<file path="config.mk">
export PLATFORM = sky130hd
export DESIGN_NAME = mux_scan_nto1
export DESIGN_NICKNAME = d
export VERILOG_FILES = /design/src/rtl/mux_scan_nto1_pkg.sv /design/src/rtl/mux_scan_nto1_next_ch_find.sv /design/src/rtl/mux_scan_nto1.sv
export SDC_FILE = /design/constraint.sdc
export NUM_CORES = 1
export LEC_CHECK = 0
export CAP_MARGIN = 20
export CORE_MARGIN = 3
export CORE_UTILIZATION = 39
export CTS_CLUSTER_DIAMETER = 60
export DETAILED_ROUTE_END_ITERATION = 10
export PLACE_DENSITY = 0.76
export SLEW_MARGIN = 10
export SYNTH_ARGS = -nofsm -noshare
export SYNTH_HDL_FRONTEND = slang
export SYNTH_SLANG_ARGS = --single-unit
export TNS_END_PERCENT = 5
</file>
<file path="constraint.sdc">
create_clock -name clk -period 3.9 [get_ports clk]
set_input_delay 0.975 -clock clk [delete_from_list [all_inputs] [get_ports clk]]
set_output_delay 0.975 -clock clk [all_outputs]
set_load 0.005 [all_outputs]
</file>
<file path="src/rtl/mux_scan_nto1_pkg.sv">
// Shared definitions for the N-to-1 scanning multiplexer: FSM encoding
// and the select-width helper used by the top and its finder.
package mux_scan_pkg;

    localparam logic [1:0] ST_IDLE_ENC = 2'd0;
    localparam logic [1:0] ST_SCAN_ENC = 2'd1;
    localparam logic [1:0] ST_DONE_ENC = 2'd2;

    typedef enum logic [1:0] {
        IDLE = ST_IDLE_ENC,
        SCAN = ST_SCAN_ENC,
        DONE = ST_DONE_ENC
    } state_t;

    // Width needed to index n channels; never narrower than one bit.
    function automatic int sel_w_of(input int n);
        return (n > 1) ? $clog2(n) : 1;
    endfunction

endpackage

</file>
<file path="src/rtl/mux_scan_nto1_next_ch_find.sv">
// Combinational priority finder: lowest set mask bit strictly above ptr.
module next_ch_find
    import mux_scan_pkg::*;
#(
    parameter int N_CH  = 16,
    parameter int SEL_W = sel_w_of(N_CH)
) (
    input  logic [N_CH-1:0]  mask,
    input  logic [SEL_W-1:0] ptr,
    output logic [SEL_W-1:0] nxt,
    output logic             none_left
);

    // Scan from the top down so the last hit written is the lowest index above ptr.
    always_comb begin
        nxt       = '0;
        none_left = 1'b1;
        for (int k = N_CH - 1; k >= 0; k--) begin
            if (mask[k] && (k > int'(ptr))) begin
                nxt       = SEL_W'(k);
                none_left = 1'b0;
            end
        end
    end

endmodule

</file>
<file path="src/rtl/mux_scan_nto1.sv">
// N-to-1 multiplexer with registered valid/ready output, manual select
// mode and an automatic ascending scan over a latched channel mask.
module mux_scan_nto1
    import mux_scan_pkg::*;
#(
    parameter int N_CH   = 16,
    parameter int DATA_W = 1,
    parameter int SEL_W  = sel_w_of(N_CH)
) (
    input  logic                   clk,
    input  logic                   rst,
    input  logic [N_CH*DATA_W-1:0] in_data,
    input  logic                   mode,
    input  logic [SEL_W-1:0]       sel_in,
    input  logic [N_CH-1:0]        ch_mask,
    input  logic                   start,
    output logic [DATA_W-1:0]      out_data,
    output logic [SEL_W-1:0]       out_sel,
    output logic                   out_valid,
    input  logic                   out_ready,
    output logic                   out_last,
    output logic                   busy,
    output logic                   done
);

    state_t            state, state_d;
    logic [SEL_W-1:0]  ptr, ptr_d;
    logic [N_CH-1:0]   mask_q, mask_d;
    logic [DATA_W-1:0] data_d;
    logic [SEL_W-1:0]  sel_d;
    logic              valid_d, last_d;

    logic              free;
    logic [SEL_W-1:0]  nxt_idx;
    logic              none_left;
    logic [SEL_W-1:0]  first_above0;
    logic              first_none;
    logic [SEL_W-1:0]  first_idx;
    logic              first_any;

    // Out-of-range indices yield zero data rather than wrapping.
    function automatic logic [DATA_W-1:0] pick(input logic [N_CH*DATA_W-1:0] bus,
                                               input logic [SEL_W-1:0]       idx);
        logic [DATA_W-1:0] r;
        r = '0;
        for (int k = 0; k < N_CH; k++) begin
            if (int'(idx) == k) r = bus[k*DATA_W +: DATA_W];
        end
        return r;
    endfunction

    // Next channel to visit during a scan, relative to the live pointer.
    next_ch_find #(.N_CH(N_CH), .SEL_W(SEL_W)) u_next (
        .mask      (mask_q),
        .ptr       (ptr),
        .nxt       (nxt_idx),
        .none_left (none_left)
    );

    // First channel of a new scan: bit 0 itself, else the next set bit above 0.
    next_ch_find #(.N_CH(N_CH), .SEL_W(SEL_W)) u_first (
        .mask      (ch_mask),
        .ptr       ('0),
        .nxt       (first_above0),
        .none_left (first_none)
    );

    assign first_idx = ch_mask[0] ? '0 : first_above0;
    assign first_any = ch_mask[0] | ~first_none;
    assign free      = ~out_valid | out_ready;
    assign busy      = (state == SCAN);
    assign done      = (state == DONE);

    // Next-state, pointer and output-register load decisions.
    always_comb begin
        state_d = state;
        ptr_d   = ptr;
        mask_d  = mask_q;
        data_d  = out_data;
        sel_d   = out_sel;
        last_d  = out_last;
        valid_d = out_valid & ~out_ready;
        case (state)
            IDLE: begin
                if (!mode) begin
                    if (free) begin
                        data_d  = pick(in_data, sel_in);
                        sel_d   = sel_in;
                        last_d  = 1'b0;
                        valid_d = 1'b1;
                    end
                end else if (start) begin
                    // A pending manual beat is left to drain on its own.
                    mask_d = ch_mask;
                    if (first_any) begin
                        ptr_d   = first_idx;
                        state_d = SCAN;
                    end else begin
                        state_d = DONE;
                    end
                end
            end
            SCAN: begin
                if (out_valid && out_last) begin
                    // Final beat loaded; leave only once it is taken.
                    if (out_ready) state_d = DONE;
                end else if (free) begin
                    data_d  = pick(in_data, ptr);
                    sel_d   = ptr;
                    last_d  = none_left;
                    valid_d = 1'b1;
                    if (!none_left) ptr_d = nxt_idx;
                end
            end
            DONE:    state_d = IDLE;
            default: state_d = IDLE;
        endcase
    end

    // FSM state register.
    always_ff @(posedge clk) begin
        if (rst) state <= IDLE;
        else     state <= state_d;
    end

    // Pointer, latched mask and output register.
    always_ff @(posedge clk) begin
        if (rst) begin
            ptr       <= '0;
            mask_q    <= '0;
            out_data  <= '0;
            out_sel   <= '0;
            out_valid <= 1'b0;
            out_last  <= 1'b0;
        end else begin
            ptr       <= ptr_d;
            mask_q    <= mask_d;
            out_data  <= data_d;
            out_sel   <= sel_d;
            out_valid <= valid_d;
            out_last  <= last_d;
        end
    end

endmodule
</file>
==> impl_results.md, run 1 <==
- Final count of pins violating max slew: 0
- Path category of the worst min-delay check: flip-flop to flip-flop
- Max-cap check violation count: 0
- Top-area cell type share of the netlist area: between 20 and 30%
- Count of buffering cells on the critical path with inverters included: 2
- Least-Margin Pin Slew: 0.857 ns
- Synthesis-to-finish area growth: 27.3%
- Synthesis-stage register bit count: 28
- Mapped cell area: roughly 2100 µm²
- Yosys top cell by area: sky130_fd_sc_hd__dfxtp_1
- Post-Syn Nets: 322
- Floorplan row count: 26
- Post-synth cell types: between 40 and 50
- Worst vdd ir: approximately 0.14 mV
- Number of enable flip-flop cells after synthesis: 0
- Antenna diodes: 0
- Seq/Total Area, Yosys: 26.8%
- Number of vias per cell after detailed routing: 5.67
- Maximum number of pins on one net before global-route repair: 29
- Source of the worst register-to-register timing path: ptr[2]
- Post-CTS setup-driven buffer insertion count: 0
- Total Routing Usage GR: a little under a fifth
- Clock tree root buffer cell: sky130_fd_sc_hd__clkbuf_8
- Routed wire length: roughly 6.0 mm
- Synth warn: 0
- Chain of cells forming the critical path: nand2b_1 > inv_1 > clkdlybuf4s50_1
- Count of final setup violators: 0
- First-pass DRT Iterations: 4
- Clk pwr share: about a fifth
- Number of antenna violations at the first check in global routing: 0
- Max Freq: approximately 0.36 GHz
- Critical path's slowest cell: sky130_fd_sc_hd__clkdlybuf4s50_1
- Number of vias in the routed layout: 2218
- Proportion of register bits with asynchronous set or reset after synthesis: 0%
- Hold Slack: roughly 0.47 ns
- Die height: approximately 80 µm
- Detail Placement HPWL: around 4.5 mm
- Count of nets left with antenna violations after detail routing: 0
- Final weighted congestion in routability-driven placement: 0.802
- Cells after synthesis: around 280
- Element type at the critical path start: flip-flop
- Gate power share: between 30% and 40%
- Count of routing violations after the opening detailed-route iteration: 193
- Worst min-delay path startpoint: mask_q[14]
- CTS hold repair buffers: 0
- Global-route congestion overflow total: 0
- Top-level port count: 50
- Seq pwr share: between 40% and 50%
- Element type at the critical path end: primary output
- Resized cells post-CTS: 0
- X dimension of the die: around 79 µm
- WP data required: a little under 3 ns
- Time the worst path needs with I/O delays and setup: 2.79 ns
- Outcome: completed
- Final total negative setup slack: 0 ns
- Cell types occupying the most area after synthesis: sky130_fd_sc_hd__dfxtp_1, sky130_fd_sc_hd__nand2_1, sky130_fd_sc_hd__a21oi_1, sky130_fd_sc_hd__nor2_1, sky130_fd_sc_hd__mux4_2
- Worst setup skew after layout: between 0.002 and 0.0025 ns
- Leakage: roughly 0.0009 µW
- Port-buffer cells: between 40 and 50
- Unrepaired setup endpoints after global routing: no
- Wire length per cell: approximately 15 µm
- Proportion of layout cells with a drive suffix above 1: under 10%
- Maximum net fanout on the critical path: 12
- Power density of the placed cells: 312 nW/µm²
- Top post-synthesis cells by count: sky130_fd_sc_hd__nand2_1, sky130_fd_sc_hd__a21oi_1, sky130_fd_sc_hd__dfxtp_1, sky130_fd_sc_hd__nor2_1, sky130_fd_sc_hd__o21ai_0
- Largest incremental delay on the critical path: about 0.6 ns
- Reg clk slew, reported paths: approximately 0.09 ns
- Worst path arrival time: roughly 1.8 ns
- Library cell with the highest instance count after synthesis: sky130_fd_sc_hd__nand2_1
- Clock buffers created by TritonCTS: 3
- Worst reg-to-reg setup slack: roughly 1.5 ns
- Number of design rule violations left after detail routing: 0
- Core footprint: about 5100 µm²
- Clock net sink count: 28
- Clock latency on the worst-skew pair: roughly 0.27 ns
- Mean cell area of the mapped netlist: 7.44 µm²
- Start-to-end type of the worst setup path: flip-flop to primary output
- Switching fraction of total power: 35.4%
- Area of the die: around 6300 µm²
- Post-layout net count: roughly 360
- Initial Utilization: between 40% and 50%
- Gate family responsible for the most delay along the worst path: buffers and inverters
- Number of global-route vias before repair: ~2100
- Worst reg2reg path depth: 6
- Period utilisation layout: 71.6%
- Clock Path Buffers: 2
- First-pass GRT wire length: ~9.9 mm
- H-Tree Depth: 1
- Reg-to-Reg End: ptr[0]
- Max-Slew Margin vs Limit: 42.8%
- Switching power of the nets: between 200 and 300 µW
- Internal power component: around 540 µW
- Hold Path Stages: 2
- Clock tree from TritonCTS: built
- Final Hold Vio Count: 0
- Most frequently used flop master after synthesis: sky130_fd_sc_hd__dfxtp_1
- Worst min-delay path endpoint: mask_q[14]
==> worst max-delay path by stage <==
stage / start / endpoint / cells past startpoint
2_1_floorplan: ch_mask[11] / ptr[1] / 6
3_3_place_gp: ch_mask[5] / ptr[1] / 7
3_5_place_dp: ch_mask[5] / ptr[1] / 7
4_1_cts: state[0] / busy / 3
5_1_grt: state[0] / busy / 3
6_report: state[0] / busy / 3
==> sequential cells by signal, summed over array words and instances (netlist names) <==
| signal | count |
|---|---|
| out_sel | 4 |
| out_last | 1 |
| ptr | 4 |
| state | 2 |
| out_data | 1 |
| out_valid | 1 |
| mask_q | 15 |
==> cell type report <==
type | instances | area [µm²]
Timing Repair Buffer | 54 | 536
Fill cell | 525 | 2480
Sequential cell | 28 | 561
Inverter | 9 | 33.8
Tap cell | 70 | 87.6
Multi-Input combinational cell | 227 | 1400
Clock buffer | 3 | 41.3
==> per-stage QoR <==
stage	power, µW	utilization (%)	setup WS, ns	instances	area, µm²
after detailed placement	676	50.7	0.892	387	2610
after floorplan	561	-	1.63	281	2090
after CTS	832	51.5	1.14	390	2650
after global placement	668	50.7	0.911	387	2610
final	831	51.8	1.11	391	2660
after global routing	888	51.8	1.02	391	2660
==> cell usage in the layout (no fill, tap or decap), drive strengths merged, types with 4 or more instances in the layout <==
cell | Yosys | final
nor3 | 8 | 8
nor4 | 6 | 6
nand2b | 9 | 9
inv | 9 | 9
buf | 7 | 5
clkdlybuf4s50 | 0 | 49
a311oi | 8 | 8
mux2i | 5 | 5
a21oi | 29 | 29
nor2b | 8 | 8
a31oi | 7 | 7
a211oi | 7 | 7
nor2 | 26 | 26
mux4 | 4 | 4
o31ai | 5 | 5
dfxtp | 28 | 28
nand3 | 4 | 4
o21ai | 12 | 12
a21boi | 4 | 4
nand2 | 54 | 54
==> worst min-delay path: cells and delay by family (launching register included) <==
family | cells | cell delay, ns
simple gates | 1 | 0.05
compound gates | 1 | 0.05
flops | 1 | 0.33
==> kinds of logic (layout without fill, tap and decap cells) <==
kind of cell | count (synthesis) | after routing | share of synthesized area (%)
AND/OR/NAND/NOR | 127 | 127 | 29.0
AO/OA/AOI/OAI | 89 | 89 | 30.4
flip-flops | 28 | 28 | 26.8
buffers and inverters | 26 | 66 | 6.04
multiplexers | 11 | 11 | 7.78
==> layer usage <==
| layer | track usage, % | vias up | share of wire (%) |
|---|---|---|---|
| li1 | - | 1106 | - |
| met1 | 26.2 | 1035 | 46 |
| met2 | 31.6 | 70 | 47 |
| met3 | 3.06 | 7 | 6.1 |
| met4 | 4.30 | 0 | 0.85 |
| met5 | 0 | - | 0 |
==> power groups by stage <==
stage | Clock, µW | Combinational (µW) | Sequential (µW)
CTS | 161 | 306 | 365
floorplan | 0 | 223 | 338
global route | 176 | 340 | 372
global placement | 0 | 298 | 370
detailed placement | 0 | 304 | 372
finish | 158 | 307 | 367
Power figures use the tool's default switching activity.
==> run 2, diff against run 1 <==
--- a/config.mk
+++ b/config.mk
@@ -10,7 +10,7 @@
 export CORE_UTILIZATION = 39
 export CTS_CLUSTER_DIAMETER = 60
 export DETAILED_ROUTE_END_ITERATION = 10
-export PLACE_DENSITY = 0.76
+export PLACE_DENSITY = 0.79
 export SLEW_MARGIN = 10
 export SYNTH_ARGS = -nofsm -noshare
 export SYNTH_HDL_FRONTEND = slang
==> constraint.sdc (replaced) <==
create_clock -name clk -period 2.4 [get_ports clk]
set_input_delay 0.6 -clock clk [delete_from_list [all_inputs] [get_ports clk]]
set_output_delay 0.6 -clock clk [all_outputs]
set_load 0.005 [all_outputs]
==> run 2 against run 1 <==
- via count increased by 4.1%
- first-iteration DRC count decreased by 35%
- setup slack got worse by 0.95 ns
- highest routed layer unchanged
- flip-flop and latch count unchanged
- critical endpoint is now out_data
- power increased by 73%
==> impl_results.md, run 2 (same netlist as run 1, synthesis figures left out) <==
- Clock tree from TritonCTS: built
- Source of the worst register-to-register timing path: ptr[3]
- Crit path from: sel_in[0]
- First-pass DRT Iterations: 5
- Resized cells post-CTS: 0
- Post-CTS setup-driven buffer insertion count: 0
- Routed wire length: 6.18 mm
- Gate family responsible for the most delay along the worst path: multiplexers
- Worst vdd ir: 0.280 mV
- Top-level port count: 50
- Registers with the most flip-flops: mask_q: 15 flops, out_sel: 4 flops, ptr: 4 flops
- Commonest cells after routing, fill and taps aside: sky130_fd_sc_hd__nand2_1, sky130_fd_sc_hd__clkdlybuf4s50_1, sky130_fd_sc_hd__buf_4
- Max Freq: 0.446 GHz
- Maximum net fanout on the critical path: 3
- WP data required: 2.57 ns
- Unrepaired setup endpoints after global routing: no
- Clock tree root buffer cell: sky130_fd_sc_hd__clkbuf_8
- Number of global-route vias before repair: ~2200
- Count of routing violations after the opening detailed-route iteration: between 100 and 150
- Final total negative setup slack: 0 ns
- Proportion of layout cells with a drive suffix above 1: roughly 15%
- Least-Margin Pin Slew: 0.548 ns
- Path category of the worst min-delay check: flip-flop to flip-flop
- Number of vias per cell after detailed routing: around 5.5
- Multi-input logic area: ~1400 µm²
- Die height: approximately 79 µm
- Max FFs per register: 15
- Element type at the critical path end: flip-flop
- Wire length per cell: 14.7 µm
- CTS hold repair buffers: 0
- First-pass GRT wire length: between 10 and 15 mm
- Final Hold Vio Count: 0
- Count of buffering cells on the critical path with inverters included: 1
- Critical path endpoint: out_data
- Power density of the placed cells: 500 nW/µm²
- Largest register by flop count: mask_q
- Reg-to-Reg End: ptr[0]
- Synthesis-to-finish area growth: 37.3%
- Worst reg2reg path depth: 7
- Total Routing Usage GR: 19.7%
- Largest incremental delay on the critical path: about 0.56 ns
- Chain of cells forming the critical path: clkdlybuf4s50_1 > mux4_2 > mux2_2 > a21oi_1 > nor2_1 > o31a_1
- Critical path's slowest cell: sky130_fd_sc_hd__clkdlybuf4s50_1
- Worst reg-to-reg setup slack: between 0.3 and 0.4 ns
- Post-layout net count: between 300 and 400
- Hold Slack: between 0.4 and 0.5 ns
- Clock Path Buffers: 2
- H-Tree Depth: 1
- Stages on worst setup path: 6
- Initial Utilization: 40.7%
- Start-to-end type of the worst setup path: input port to flip-flop
- Worst setup slack after layout: about 0.16 ns
- Port-buffer cells: between 40 and 50
- Count of nets left with antenna violations after detail routing: 0
- Antenna diodes: 0
- Clock latency on the worst-skew pair: 0.28 ns
- Outcome: completed
- Number of vias in the routed layout: 2310
- Pre-CTS WS: -0.141 ns
- Final weighted congestion in routability-driven placement: roughly 0.89
- Filler instances: 519
- Max-cap check violation count: 0
- Clock net sink count: 28
- Number of design rule violations left after detail routing: 0
- Period utilisation layout: around 93%
- Most common cell after layout, fill and taps aside: sky130_fd_sc_hd__nand2_1
- Element type at the critical path start: input port
- Worst setup skew after layout: 0.00594 ns
- Reg clk slew, reported paths: about 0.1 ns
- Register Area: 561 µm²
- Time the worst path needs with I/O delays and setup: 2.24 ns
- Number of antenna violations at the first check in global routing: 0
- X dimension of the die: ~79 µm
- Max-Slew Margin vs Limit: between 60% and 70%
- Floorplan row count: 26
- Core footprint: around 5100 µm²
- Worst min-delay path startpoint: mask_q[10]
- Worst path arrival time: between 2 and 2.5 ns
- Detail Placement HPWL: 4.88 mm
- Area of the die: 6280 µm²
- Final count of pins violating max slew: 0
- Count of final setup violators: 0
- Maximum number of pins on one net before global-route repair: 29
- Global-route congestion overflow total: 0
- Leakage: ~0.0010 µW
- Clock buffers created by TritonCTS: 3
run 2: cell type report:
cell class              instances  area share (%)
clock buffers                   4            1.92
inverters                       9            1.18
multi-input cells             227            48.9
flip-flops and latches         28            19.5
well taps                      70            3.05
repair buffers                 81            25.4
run 2: routing by layer:
metal / routed length, µm / global-route usage (%) / share of wire (%) / vias to the layer above
met1: 2750 / 26.0 / 44 / 1045
met3: 368 / 2.95 / 6.0 / 13
met4: 137 / 7.04 / 2.2 / 0
met2: 2930 / 32.6 / 47 / 87
li1: - / - / - / 1165
met5: 0 / 0 / 0 / -
run 2: how the worst min path moves through the flow:
stage                            end  slack (ns)  depth (start not counted)
after floorplan            mask_q[8]        0.43                          2
after global placement     mask_q[8]        0.45                          2
after detailed placement  mask_q[10]        0.44                          2
after CTS                 mask_q[10]        0.46                          2
after global routing      mask_q[10]        0.48                          2
final                     mask_q[10]        0.46                          2
run 2: through the flow:
stage	total power [µW]	cell area, µm²	cells	util, %
2_1_floorplan	911	2090	281	-
3_3_place_gp	1120	2820	415	54.8
3_5_place_dp	1140	2820	415	54.8
4_1_cts	1440	2870	419	55.9
5_1_grt	1530	2870	419	55.9
6_report	1440	2870	419	55.9
run 2: where the power goes:
part	switching (µW)	internal [µW]	total, µW
clock	149	147	296
sequential	66.7	507	573
combinational	279	287	566
run 2: worst register-to-register path: stages, from the launching register on:
cell,delay (ns)
sky130_fd_sc_hd__dfxtp_1,0.61
sky130_fd_sc_hd__buf_4,0.26
sky130_fd_sc_hd__nor2b_1,0.07
sky130_fd_sc_hd__o21ai_0,0.24
sky130_fd_sc_hd__nand2b_1,0.17
sky130_fd_sc_hd__o32a_4,0.42
sky130_fd_sc_hd__o21bai_1,0.15
sky130_fd_sc_hd__a31oi_1,0.05
==> run 3, diff against run 2 <==
--- a/config.mk
+++ b/config.mk
@@ -11,6 +11,7 @@
 export CTS_CLUSTER_DIAMETER = 60
 export DETAILED_ROUTE_END_ITERATION = 10
 export PLACE_DENSITY = 0.79
+export REMOVE_ABC_BUFFERS = 1
 export SLEW_MARGIN = 10
 export SYNTH_ARGS = -nofsm -noshare
 export SYNTH_HDL_FRONTEND = slang
==> run 3 against run 2 <==
- combinational power fell by 0.7%
- wire length down 4.1%
- die area stayed put
- register-to-register slack worse by 0.05 ns
- clock skew down 0.0029 ns
- global-route usage shrank 0.25 points
- critical path depth is the same
- power shrank 2.9%
- setup slack gained 0.044 ns
- critical path type unchanged
- largest cell class unchanged
- largest power group unchanged
==> impl_results.md, run 3 (same netlist as run 1, synthesis figures left out) <==
- Most common cell after layout, fill and taps aside: sky130_fd_sc_hd__nand2_1
- Total Routing Usage GR: between 15 and 20%
- Post-CTS setup-driven buffer insertion count: 0
- Total power after layout: about 1400 µW
- Final count of pins violating max slew: 0
- Count of nets left with antenna violations after detail routing: 0
- Placed standard-cell area: about 2800 µm²
- Maximum net fanout on the critical path: 3
- Largest register by flop count: mask_q
- Initial Utilization: between 40% and 50%
- Critical path endpoint: out_data
- Synthesis-to-finish area growth: 36.7%
- Post-layout net count: around 390
- Reg clk slew, reported paths: roughly 0.09 ns
- Antenna diodes: 0
- Power density of the placed cells: around 500 nW/µm²
- Die height: just under 80 µm
- Internal power component: ~900 µW
- Source of the worst register-to-register timing path: ptr[3]
- Reg-to-Reg End: ptr[0]
- Path category of the worst min-delay check: flip-flop to flip-flop
- Number of vias per cell after detailed routing: 5.50
- Core footprint: between 5000 and 6000 µm²
- Max FFs per register: 15
- Worst reg2reg path depth: 6
- Count of routing violations after the opening detailed-route iteration: roughly 100
- Clock buffers created by TritonCTS: 3
- Clock latency on the worst-skew pair: about 0.28 ns
- Port-buffer cells: 49
- Clock tree from TritonCTS: built
- Max-Slew Margin vs Limit: about 65%
- Detail Placement HPWL: 4.84 mm
- Routed wire length: approximately 6 mm
- First-pass DRT Iterations: 4
- Global-route congestion overflow total: 0
- Floorplan row count: 26
- Top-level port count: 50
- Registers with the most flip-flops: mask_q: 15 flops, out_sel: 4 flops, ptr: 4 flops
- Unrepaired setup endpoints after global routing: no
- Count of final setup violators: 0
- Number of vias in the routed layout: 2298
- Final cell area excluding filler cells: 2860 µm²
- Crit path from: sel_in[0]
- Worst setup skew after layout: around 0.003 ns
- Max-cap check violation count: 0
- Clk pwr share: a little under a fifth
- Worst reg-to-reg setup slack: ~0.26 ns
- X dimension of the die: between 70 and 80 µm
- Clock tree root buffer cell: sky130_fd_sc_hd__clkbuf_8
- Proportion of layout cells with a drive suffix above 1: around 14%
- Period utilisation layout: around nine tenths
- Commonest cells after routing, fill and taps aside: sky130_fd_sc_hd__nand2_1, sky130_fd_sc_hd__clkdlybuf4s50_1, sky130_fd_sc_hd__buf_4
- Maximum number of pins on one net before global-route repair: 29
- Resized cells post-CTS: 0
- Gate power share: 40.3%
- Wire length per cell: roughly 14 µm
- Number of global-route vias before repair: 2186
- Element type at the critical path start: input port
- Worst path arrival time: about 2.4 ns
- Final weighted congestion in routability-driven placement: approximately 0.90
- Element type at the critical path end: flip-flop
- Number of design rule violations left after detail routing: 0
- Outcome: completed
- First-pass GRT wire length: 9.95 mm
- Leakage: around 0.001 µW
- WP data required: approximately 2.6 ns
- Number of antenna violations at the first check in global routing: 0
- Switching fraction of total power: a little over a third
- Seq pwr share: between 40 and 50%
- Switching power of the nets: around 490 µW
- CTS hold repair buffers: 0
- Share of the core filled with cells: between 50% and 60%
- Start-to-end type of the worst setup path: input port to flip-flop
- Final Hold Vio Count: 0
- Max Freq: 0.455 GHz
- Least-Margin Pin Slew: approximately 0.53 ns
- Area of the die: about 6300 µm²
- Worst vdd ir: ~0.21 mV
- Clock net sink count: 28
- Time the worst path needs with I/O delays and setup: 2.20 ns
- H-Tree Depth: 1
- Clock Path Buffers: 2
-- run 3: cell types whose count changed in the layout (fill, tap and decap cells not counted), sizes merged --
cell and delta:
clkbuf -1
-- run 3: worst min path at each step --
stage,startpoint,endpoint,slack [ns],cells after the start
final,mask_q[8],mask_q[8],0.46,2
after global routing,mask_q[8],mask_q[8],0.48,2
after CTS,mask_q[8],mask_q[8],0.46,2
after detailed placement,mask_q[8],mask_q[8],0.45,2
after global placement,mask_q[8],mask_q[8],0.45,2
after floorplan,mask_q[8],mask_q[8],0.43,2
-- run 3: cell type report --
class                      instances  area [µm²]
clock buffer                       3        41.3
fill                             525        2280
inverter                           9        33.8
multi-input combinational        227        1400
sequential                        28         561
tap                               70        87.6
timing repair buffer              81         731
-- run 3: critical path, cell delays in order --
cell and delay (ns):
sky130_fd_sc_hd__clkdlybuf4s50_1 0.56, sky130_fd_sc_hd__mux4_2 0.52, sky130_fd_sc_hd__mux2_2 0.27, sky130_fd_sc_hd__a21oi_1 0.15
sky130_fd_sc_hd__nor2_1 0.05, sky130_fd_sc_hd__o31a_1 0.23
-- run 3: routing by layer --
metal / part of all wire (%) / global-route usage, % / vias to the layer above
met2: 49 / 33.3 / 68
met5: 0 / 0 / -
li1: - / - / 1166
met3: 6.3 / 4.42 / 12
met1: 43 / 24.1 / 1052
met4: 1.4 / 6.01 / 0
-- run 3: stage by stage --
step           std cells  hold slack [ns]  worst slack [ns]  TNS [ns]
2_1_floorplan        264            0.426            0.0805         0
3_3_place_gp         415            0.445           -0.0525   -0.0525
3_5_place_dp         415            0.445            -0.107    -0.129
4_1_cts              418            0.460             0.195         0
5_1_grt              418            0.483            0.0914         0
6_report             418            0.457             0.202         0
-- run 3: power by group through the flow --
| stage | Sequential (µW) | Combinational, µW | Clock (µW) |
|---|---|---|---|
| final | 570 | 562 | 262 |
| after global routing | 579 | 619 | 288 |
| after CTS | 569 | 562 | 273 |
| after detailed placement | 580 | 560 | 0 |
| after global placement | 578 | 545 | 0 |
| after floorplan | 588 | 284 | 0 |
